File: config.mk
export PLATFORM = sky130hd
export DESIGN_NAME = decode_pipe
export DESIGN_NICKNAME = d
export VERILOG_FILES = /design/src/rtl/decode_pkg.sv /design/src/rtl/lmsm_seq.sv /design/src/rtl/decode_pipe.sv
export SDC_FILE = /design/constraint.sdc
export NUM_CORES = 1
export LEC_CHECK = 0
export ABC_CLOCK_PERIOD_IN_PS = 4700
export CAP_MARGIN = 30
export CORE_ASPECT_RATIO = 1.5
export CORE_UTILIZATION = 52
export CTS_CLUSTER_SIZE = 14
export DETAILED_ROUTE_END_ITERATION = 12
export PLACE_DENSITY = 0.91
export RECOVER_POWER = 50
export SKIP_CTS_REPAIR_TIMING = 1
export SYNTH_ARGS = -nofsm -noshare
export SYNTH_HDL_FRONTEND = slang
export SYNTH_SLANG_ARGS = --single-unit
File: constraint.sdc
create_clock -name clk -period 4.7 [get_ports clk]
set_input_delay 1.175 -clock clk [delete_from_list [all_inputs] [get_ports clk]]
set_output_delay 1.175 -clock clk [all_outputs]
set_load 0.01 [all_outputs]
File: src/rtl/decode_pkg.sv
// Shared encodings for the ID stage: opcodes, write-back selects, ALU ops and the
// registered control bundle that travels with each micro-op.
package decode_pkg;

    localparam logic [3:0] OP_ADD = 4'b0000;
    localparam logic [3:0] OP_ADI = 4'b0001;
    localparam logic [3:0] OP_NDU = 4'b0010;
    localparam logic [3:0] OP_LHI = 4'b0011;
    localparam logic [3:0] OP_LW  = 4'b0100;
    localparam logic [3:0] OP_SW  = 4'b0101;
    localparam logic [3:0] OP_LM  = 4'b0110;
    localparam logic [3:0] OP_SM  = 4'b0111;
    localparam logic [3:0] OP_JAL = 4'b1000;
    localparam logic [3:0] OP_JLR = 4'b1001;
    localparam logic [3:0] OP_BEQ = 4'b1100;

    localparam logic [1:0] MREG_MEM = 2'd0;
    localparam logic [1:0] MREG_ALU = 2'd1;
    localparam logic [1:0] MREG_IMM = 2'd2;
    localparam logic [1:0] MREG_PC1 = 2'd3;

    localparam logic [1:0] MR7_PC1   = 2'd0;
    localparam logic [1:0] MR7_PCIMM = 2'd2;
    localparam logic [1:0] MR7_RF    = 2'd3;

    localparam logic ALU_ADD  = 1'b0;
    localparam logic ALU_NAND = 1'b1;

    // Write enables are active-low, so the idle bundle has them at 1.
    typedef struct packed {
        logic       mex1;
        logic       mex2;
        logic       alu;
        logic [1:0] cz;
        logic       wccr_n;
        logic       wmem_n;
        logic       wrf_n;
        logic       mmem_r;
        logic [1:0] mreg_wb;
        logic [1:0] mr7_wb;
        logic       illegal;
    } ctrl_t;

    localparam ctrl_t CTRL_NOP = '{mex1: 1'b0, mex2: 1'b0, alu: ALU_ADD, cz: 2'b00,
                                   wccr_n: 1'b1, wmem_n: 1'b1, wrf_n: 1'b1, mmem_r: 1'b0,
                                   mreg_wb: MREG_MEM, mr7_wb: MR7_PC1, illegal: 1'b0};

endpackage

File: src/rtl/lmsm_seq.sv
// LM/SM expander: walks the register list lowest bit first, one micro-op per step.
//   state  | meaning
//   S_IDLE | no list in flight; k/last are taken from the incoming mask
//   S_SEQ  | remaining bits of an accepted list are held in mask_q
module lmsm_seq #(
    parameter int REG_AW = 3
) (
    input  logic                      clk,
    input  logic                      rst_n,
    input  logic                      flush_i,
    input  logic                      step_i,
    input  logic [(1<<REG_AW)-1:0]    mask_i,
    output logic [REG_AW-1:0]         k_o,
    output logic [REG_AW-1:0]         uop_idx_o,
    output logic                      uop_last_o,
    output logic                      busy_o
);

    localparam int LIST_W = 1 << REG_AW;
    localparam logic [0:0] S_IDLE = 1'b0;
    localparam logic [0:0] S_SEQ  = 1'b1;

    logic [0:0]        state_q, state_d;
    logic [LIST_W-1:0] mask_q, mask_d;
    logic [LIST_W-1:0] src;
    logic [LIST_W-1:0] rest;
    logic [REG_AW-1:0] idx_q, idx_d;

    assign busy_o    = (state_q == S_SEQ);
    assign src       = busy_o ? mask_q : mask_i;
    assign uop_idx_o = busy_o ? idx_q : '0;

    always_comb begin
        k_o = '0;
        for (int i = LIST_W - 1; i >= 0; i--) begin
            if (src[i]) k_o = i[REG_AW-1:0];
        end
    end

    // An empty list also reports last, so it emits a single bubble and stays idle.
    assign rest       = src & ~({{(LIST_W-1){1'b0}}, 1'b1} << k_o);
    assign uop_last_o = (rest == '0);

    always_comb begin
        state_d = state_q;
        mask_d  = mask_q;
        idx_d   = idx_q;
        if (flush_i) begin
            state_d = S_IDLE;
            mask_d  = '0;
            idx_d   = '0;
        end else if (step_i) begin
            if (uop_last_o) begin
                state_d = S_IDLE;
                mask_d  = '0;
                idx_d   = '0;
            end else begin
                state_d = S_SEQ;
                mask_d  = rest;
                idx_d   = uop_idx_o + 1'b1;
            end
        end
    end

    always_ff @(posedge clk or negedge rst_n) begin
        if (!rst_n) begin
            state_q <= S_IDLE;
            mask_q  <= '0;
            idx_q   <= '0;
        end else begin
            state_q <= state_d;
            mask_q  <= mask_d;
            idx_q   <= idx_d;
        end
    end

endmodule

File: src/rtl/decode_pipe.sv
// Registered ID stage: decodes IF/ID into RR control with valid/ready, flush,
// illegal-opcode bubbles and LM/SM expansion into per-register micro-ops.
module decode_pipe
    import decode_pkg::*;
#(
    parameter int DATA_W = 16,
    parameter int REG_AW = 3
) (
    input  logic              clk,
    input  logic              reset,
    input  logic              in_valid,
    output logic              in_ready,
    input  logic [DATA_W-1:0] in_pc,
    input  logic [DATA_W-1:0] in_ir,
    input  logic              flush,
    input  logic              out_ready,
    output logic              out_valid,
    output logic [DATA_W-1:0] pc_out,
    output logic [DATA_W-1:0] pc_imm,
    output logic [DATA_W-1:0] sext_imm6,
    output logic [DATA_W-1:0] imm970,
    output logic [REG_AW-1:0] rA1,
    output logic [REG_AW-1:0] rA2,
    output logic [REG_AW-1:0] wA,
    output logic              mex1,
    output logic              mex2,
    output logic              alu_ctrl,
    output logic [1:0]        cz,
    output logic              wCCR,
    output logic              wMem,
    output logic              wRF,
    output logic              mmem_r,
    output logic [1:0]        mreg_wb,
    output logic [1:0]        mr7_wb,
    output logic [REG_AW-1:0] uop_idx,
    output logic              uop_last,
    output logic              illegal
);

    localparam int LIST_W = 1 << REG_AW;

    logic              out_valid_q;
    ctrl_t             ctrl_q, ctrl_d;
    logic [DATA_W-1:0] pc_out_q, pc_imm_q, pc_imm_d, sext_q, sext_d, imm_q, imm_d;
    logic [DATA_W-1:0] ir_q, pc_q, cur_ir, cur_pc;
    logic [REG_AW-1:0] ra1_q, ra1_d, ra2_q, ra2_d, wa_q, wa_d, idx_q, idx_d;
    logic [REG_AW-1:0] seq_k, seq_idx;
    logic              last_q, last_d, seq_last, seq_busy;
    logic              load, accept, emit, step, is_lmsm;
    logic [3:0]        op;

    assign load     = !out_valid_q || out_ready;
    assign in_ready = !seq_busy && load && !flush;
    assign accept   = in_valid && in_ready;

    // While a list is in flight the held instruction drives the decoder.
    assign cur_ir  = seq_busy ? ir_q : in_ir;
    assign cur_pc  = seq_busy ? pc_q : in_pc;
    assign op      = cur_ir[15:12];
    assign is_lmsm = (op == OP_LM) || (op == OP_SM);
    assign emit    = seq_busy ? (load && !flush) : accept;
    assign step    = emit && is_lmsm;

    lmsm_seq #(.REG_AW(REG_AW)) u_seq (
        .clk        (clk),
        .rst_n      (reset),
        .flush_i    (flush),
        .step_i     (step),
        .mask_i     (in_ir[LIST_W-1:0]),
        .k_o        (seq_k),
        .uop_idx_o  (seq_idx),
        .uop_last_o (seq_last),
        .busy_o     (seq_busy)
    );

    always_comb begin
        ctrl_d   = CTRL_NOP;
        ra1_d    = '0;
        ra2_d    = '0;
        wa_d     = '0;
        sext_d   = {{(DATA_W-6){cur_ir[5]}}, cur_ir[5:0]};
        imm_d    = {cur_ir[8:0], {(DATA_W-9){1'b0}}};
        pc_imm_d = cur_pc + ((op == OP_JAL) ? {{(DATA_W-9){cur_ir[8]}}, cur_ir[8:0]} : sext_d);
        idx_d    = is_lmsm ? seq_idx : '0;
        last_d   = is_lmsm ? seq_last : 1'b1;
        case (op)
            OP_ADD, OP_NDU: begin
                ra1_d          = cur_ir[11:9];
                ra2_d          = cur_ir[8:6];
                wa_d           = cur_ir[5:3];
                ctrl_d.wrf_n   = 1'b0;
                ctrl_d.wccr_n  = 1'b0;
                ctrl_d.mreg_wb = MREG_ALU;
                ctrl_d.cz      = cur_ir[1:0];
                ctrl_d.alu     = (op == OP_NDU) ? ALU_NAND : ALU_ADD;
            end
            OP_ADI: begin
                ra1_d          = cur_ir[11:9];
                wa_d           = cur_ir[8:6];
                ctrl_d.mex2    = 1'b1;
                ctrl_d.wrf_n   = 1'b0;
                ctrl_d.wccr_n  = 1'b0;
                ctrl_d.mreg_wb = MREG_ALU;
            end
            OP_LHI: begin
                wa_d           = cur_ir[11:9];
                ctrl_d.wrf_n   = 1'b0;
                ctrl_d.mreg_wb = MREG_IMM;
            end
            OP_LW: begin
                ra2_d          = cur_ir[8:6];
                wa_d           = cur_ir[11:9];
                ctrl_d.mex1    = 1'b1;
                ctrl_d.mmem_r  = 1'b1;
                ctrl_d.wrf_n   = 1'b0;
                ctrl_d.wccr_n  = 1'b0;
                ctrl_d.mreg_wb = MREG_MEM;
            end
            OP_SW: begin
                ra1_d         = cur_ir[11:9];
                ra2_d         = cur_ir[8:6];
                ctrl_d.mex1   = 1'b1;
                ctrl_d.wmem_n = 1'b0;
            end
            OP_BEQ: begin
                ra1_d         = cur_ir[11:9];
                ra2_d         = cur_ir[8:6];
                ctrl_d.mr7_wb = MR7_PCIMM;
            end
            OP_JAL: begin
                wa_d           = cur_ir[11:9];
                ctrl_d.wrf_n   = 1'b0;
                ctrl_d.mreg_wb = MREG_PC1;
                ctrl_d.mr7_wb  = MR7_PCIMM;
            end
            OP_JLR: begin
                ra2_d          = cur_ir[8:6];
                wa_d           = cur_ir[11:9];
                ctrl_d.wrf_n   = 1'b0;
                ctrl_d.mreg_wb = MREG_PC1;
                ctrl_d.mr7_wb  = MR7_RF;
            end
            OP_LM, OP_SM: begin
                ra1_d = cur_ir[11:9];
                // Empty list: base register kept, every enable left off.
                if (seq_busy || (cur_ir[LIST_W-1:0] != '0)) begin
                    if (op == OP_LM) begin
                        wa_d           = seq_k;
                        ctrl_d.mmem_r  = 1'b1;
                        ctrl_d.wrf_n   = 1'b0;
                        ctrl_d.mreg_wb = MREG_MEM;
                    end else begin
                        ra2_d         = seq_k;
                        ctrl_d.wmem_n = 1'b0;
                    end
                end
            end
            default: ctrl_d.illegal = 1'b1;
        endcase
    end

    always_ff @(posedge clk or negedge reset) begin
        if (!reset) begin
            out_valid_q <= 1'b0;
            ctrl_q      <= CTRL_NOP;
            pc_out_q    <= '0;
            pc_imm_q    <= '0;
            sext_q      <= '0;
            imm_q       <= '0;
            ra1_q       <= '0;
            ra2_q       <= '0;
            wa_q        <= '0;
            idx_q       <= '0;
            last_q      <= 1'b0;
        end else if (flush) begin
            out_valid_q <= 1'b0;
        end else if (load) begin
            out_valid_q <= emit;
            if (emit) begin
                ctrl_q   <= ctrl_d;
                pc_out_q <= cur_pc;
                pc_imm_q <= pc_imm_d;
                sext_q   <= sext_d;
                imm_q    <= imm_d;
                ra1_q    <= ra1_d;
                ra2_q    <= ra2_d;
                wa_q     <= wa_d;
                idx_q    <= idx_d;
                last_q   <= last_d;
            end
        end
    end

    always_ff @(posedge clk or negedge reset) begin
        if (!reset) begin
            ir_q <= '0;
            pc_q <= '0;
        end else if (accept) begin
            ir_q <= in_ir;
            pc_q <= in_pc;
        end
    end

    assign out_valid = out_valid_q;
    assign pc_out    = pc_out_q;
    assign pc_imm    = pc_imm_q;
    assign sext_imm6 = sext_q;
    assign imm970    = imm_q;
    assign rA1       = ra1_q;
    assign rA2       = ra2_q;
    assign wA        = wa_q;
    assign mex1      = ctrl_q.mex1;
    assign mex2      = ctrl_q.mex2;
    assign alu_ctrl  = ctrl_q.alu;
    assign cz        = ctrl_q.cz;
    assign wCCR      = ctrl_q.wccr_n;
    assign wMem      = ctrl_q.wmem_n;
    assign wRF       = ctrl_q.wrf_n;
    assign mmem_r    = ctrl_q.mmem_r;
    assign mreg_wb   = ctrl_q.mreg_wb;
    assign mr7_wb    = ctrl_q.mr7_wb;
    assign uop_idx   = idx_q;
    assign uop_last  = last_q;
    assign illegal   = ctrl_q.illegal;

endmodule

==> impl_results.md <==
* Crit end category: flop
* Yosys warnings at 0
* Peak VDD IR at approximately 0.00027 V
* FF+latch count, synth at 113
* Die area at 12250 um^2
* Failing checks: max-capacitance violations, max-slew violations
* Placed insts at 873
* Crit path kind: in -> reg
* Sequential-to-total area share from yosys stat at a little under half
* Initial antenna violation count at 0
* Flop pwr share at 35.9%
* Vias in the first global route at 5638
* Fin crit period at around 4.4 ns
* H-tree levels at 4
* Worst rel slew slack at -50.52%
* Die width at 90.70 um
* CTS Buf Count at 17
* Crit path launch: in_ir[0]
* Chip Height at approximately 140 um
* Final setup fails at 0
* Req. time, crit path at around 5 ns
* Arr. time, crit path at approximately 4.7 ns
* # diodes at 0
* Switching power at 1065 uW
* Power Total at 3486 uW
* DRC viols at 0
* Post-synth EDFFs at 0
* Root Buffer: clkbuf_16
* Worst-Margin Slew at 2.258 ns
* Worst Hold Launch: pc_out[11]$_DFFE_PN0P_
* Worst Setup EP: pc_imm[14]$_DFFE_PN0P_
* Nets at 796
* Outcome: finished, violations left
* Max-slew violations at 44
* Pwr per Cell Area at between 400 and 500 nW/um^2
* Worst Reg2Reg Path Length in Cells at 15
* RR Startpoint: u_seq.busy_o$_DFFE_PN0P_
* FFs w/ async S/R, synth at 100.0%
* Later-pin clock latency in the skew report at between 0.4 and 0.5 ns
* Dpl ws at -0.03238 ns
* Fin Clk Skew at 0.007756 ns
* Clk buf depth at 2
* First-pass GRT wire length at 28460 um
* Clock transition at the registers of the reported paths at 0.06 ns
* Layout area overhead at 30.36%
* GPL Wtd Cong at 0.9649
* Min-delay worst type: reg -> reg
* Post-synth cell types at roughly 70
* Fin cells at 905
* Mean Syn Cell Area at 9.771 um^2
* IO Count at 130
* Core Area at between 10000 and 15000 um^2
* # rows at 48
* Post-DP HPWL at 12750 um
* Clk pwr share at 38.2%
* Pin count of the biggest net entering global routing at 53
* Max FO, Critical Path at 5
* Worst Setup Slack, final at 0.2846 ns
* Sw Ratio at 30.56%
* Main flop type after synthesis: dfrtp_1
* Nature of the critical path startpoint: input pin
* Max-cap viol count at 1
* Via density at around 6.0
* Starting Density at around 53%
* GRT overflow at 0
* Antenna Nets Post-Route at 0
* Layout cells sized above 1 at 15.76%
* Mapped cell area at 6136 um^2
* Post-Syn Instances at ~630
* Sink Count at 113
* Via count at 5424
* Drt wl/cell at roughly 20 um
* GR Util All Layers at 30.33%
* Final period util at a little over nine tenths
* Pre-Repair DR Iteration Count at 8
* Final Hold Violating Endpoints at 0
* R2R setup slack at 0.64 ns
* Worst R2R End: pc_imm[15]$_DFFE_PN0P_
* Fmax at around 230 MHz
* Leak pwr at 0.003493 uW
* Final WL at 17760 um
* Comb power frac at 25.9%
* CTS tree: built
* Unrepaired setup endpoints after global routing: no
* Internal at 2421 uW
* Initial DRC count at 342
* Buffers on Ports at 122
==> critical path, stage by stage <==
cell and delay, ns:
clkdlybuf4s50_1 0.55, nor2b_1 0.24, a21oi_2 0.08, inv_1 0.07
ha_1 0.18, inv_1 0.06, fa_1 0.40, nor2b_1 0.12
o21ai_1 0.08, a21oi_1 0.27, o41ai_2 0.14, o211a_1 0.29
a2111oi_1 0.60, o21ai_0 0.20, a31o_1 0.24
==> power by group through the flow <==
stage               logic, uW  clock network, uW  registers [uW]
global placement          876                  0            1260
global route              968               1390            1270
detailed placement        908                  0            1270
CTS                       921               1340            1260
finish                    902               1330            1250
floorplan                 444                  0            1290
==> cell type report <==
type	instances	area (um^2)
Tap cell	150	187.7
Multi-Input combinational cell	458	2988
Timing Repair Buffer	137	1323
Clock inverter	14	182.7
Inverter	15	56.30
Fill cell	817	3472
Sequential cell	113	2833
Clock buffer	18	429.2
==> routing by layer <==
layer	routed length (um)	GRT usage (%)	share of wire (%)	vias up
met2	9389	52.19	53	277
met1	6304	33.93	35	2616
met4	958	17.83	5.4	0
met3	1106	7.601	6.2	102
li1	-	-	-	2429
met5	0	0	0	-
==> cell usage after synthesis (4+ instances only) <==
cell type / instances / share of area [%]
a211oi_1: 5 / 0.61
clkbuf_1: 13 / 0.80
a31oi_1: 4 / 0.41
nor2b_1: 11 / 1.1
nor3_1: 15 / 1.2
nand4_1: 4 / 0.41
o22ai_1: 5 / 0.51
nand2b_1: 4 / 0.41
ha_1: 16 / 3.3
nand3b_1: 4 / 0.49
xor2_1: 5 / 0.71
mux2i_1: 6 / 0.98
a21oi_1: 22 / 1.8
inv_1: 14 / 0.86
xnor2_1: 7 / 1.0
o21ai_1: 13 / 1.1
buf_2: 8 / 0.65
nand2_1: 120 / 7.3
mux2_2: 46 / 8.4
and2_1: 5 / 0.51
o31ai_1: 6 / 0.73
buf_4: 23 / 2.8
a21oi_2: 4 / 0.57
dfrtp_1: 110 / 45
a21o_1: 7 / 0.86
nor2_1: 30 / 1.8
nand3_1: 10 / 0.82
o21ai_0: 44 / 3.6
mux2_1: 6 / 1.1
==> cell usage in the layout, fill, tap and decap left out, types with 11 or more instances in the layout <==
cell type	synthesis	final
nand2_1	120	120
dfrtp_1	110	109
clkdlybuf4s50_1	0	78
mux2_2	46	46
o21ai_0	44	44
dlygate4sd3_1	0	43
nor2_1	30	30
a21oi_1	22	22
clkbuf_16	0	17
ha_1	16	16
inv_1	14	14
nor3_1	15	14
o21ai_1	13	13
buf_4	23	13
nor2b_1	11	11
==> stage by stage <==
stage                     cell area, um^2  util, %  TNS (ns)  hold WS, ns
after floorplan                      6158        -         0       0.4480
after global placement               7393    64.45         0       0.4469
after detailed placement             7393    64.45  -0.03238       0.4652
after CTS                            8005    69.79         0       0.4808
after global routing                 7999    69.73         0       0.5008
final                                7999    69.73         0       0.4747
==> registers in the layout, indices dropped and copies added, names as in the netlist, 4 cells and up <==
register      count
pc_q             16
pc_out           16
imm970            4
sext_imm6         5
u_seq.mask_q      8
pc_imm           16
ir_q             16
==> how the worst min path moves through the flow <==
| stage | end | slack [ns] | depth (start not counted) |
|---|---|---|---|
| finish | pc_out[11]$_DFFE_PN0P_ | 0.47 | 2 |
| global route | wCCR$_DFFE_PN1P_ | 0.50 | 2 |
| CTS | pc_out[11]$_DFFE_PN0P_ | 0.48 | 2 |
| detailed placement | pc_out[9]$_DFFE_PN0P_ | 0.47 | 2 |
| global placement | wCCR$_DFFE_PN1P_ | 0.45 | 2 |
| floorplan | u_seq.idx_q[0]$_DFFE_PN0P_ | 0.45 | 2 |
==> cell families after synthesis <==
group,after synthesis,share of synthesized area [%]
other cells,1,0.06112
xor+xnor,12,1.713
simple gates,216,15.72
compound gates,145,15.76
buf+inv,63,5.669
fa+ha+maj,17,3.589
mux,61,11.34
flops,113,46.15
Note: power is estimated with default switching activity, not from simulation.
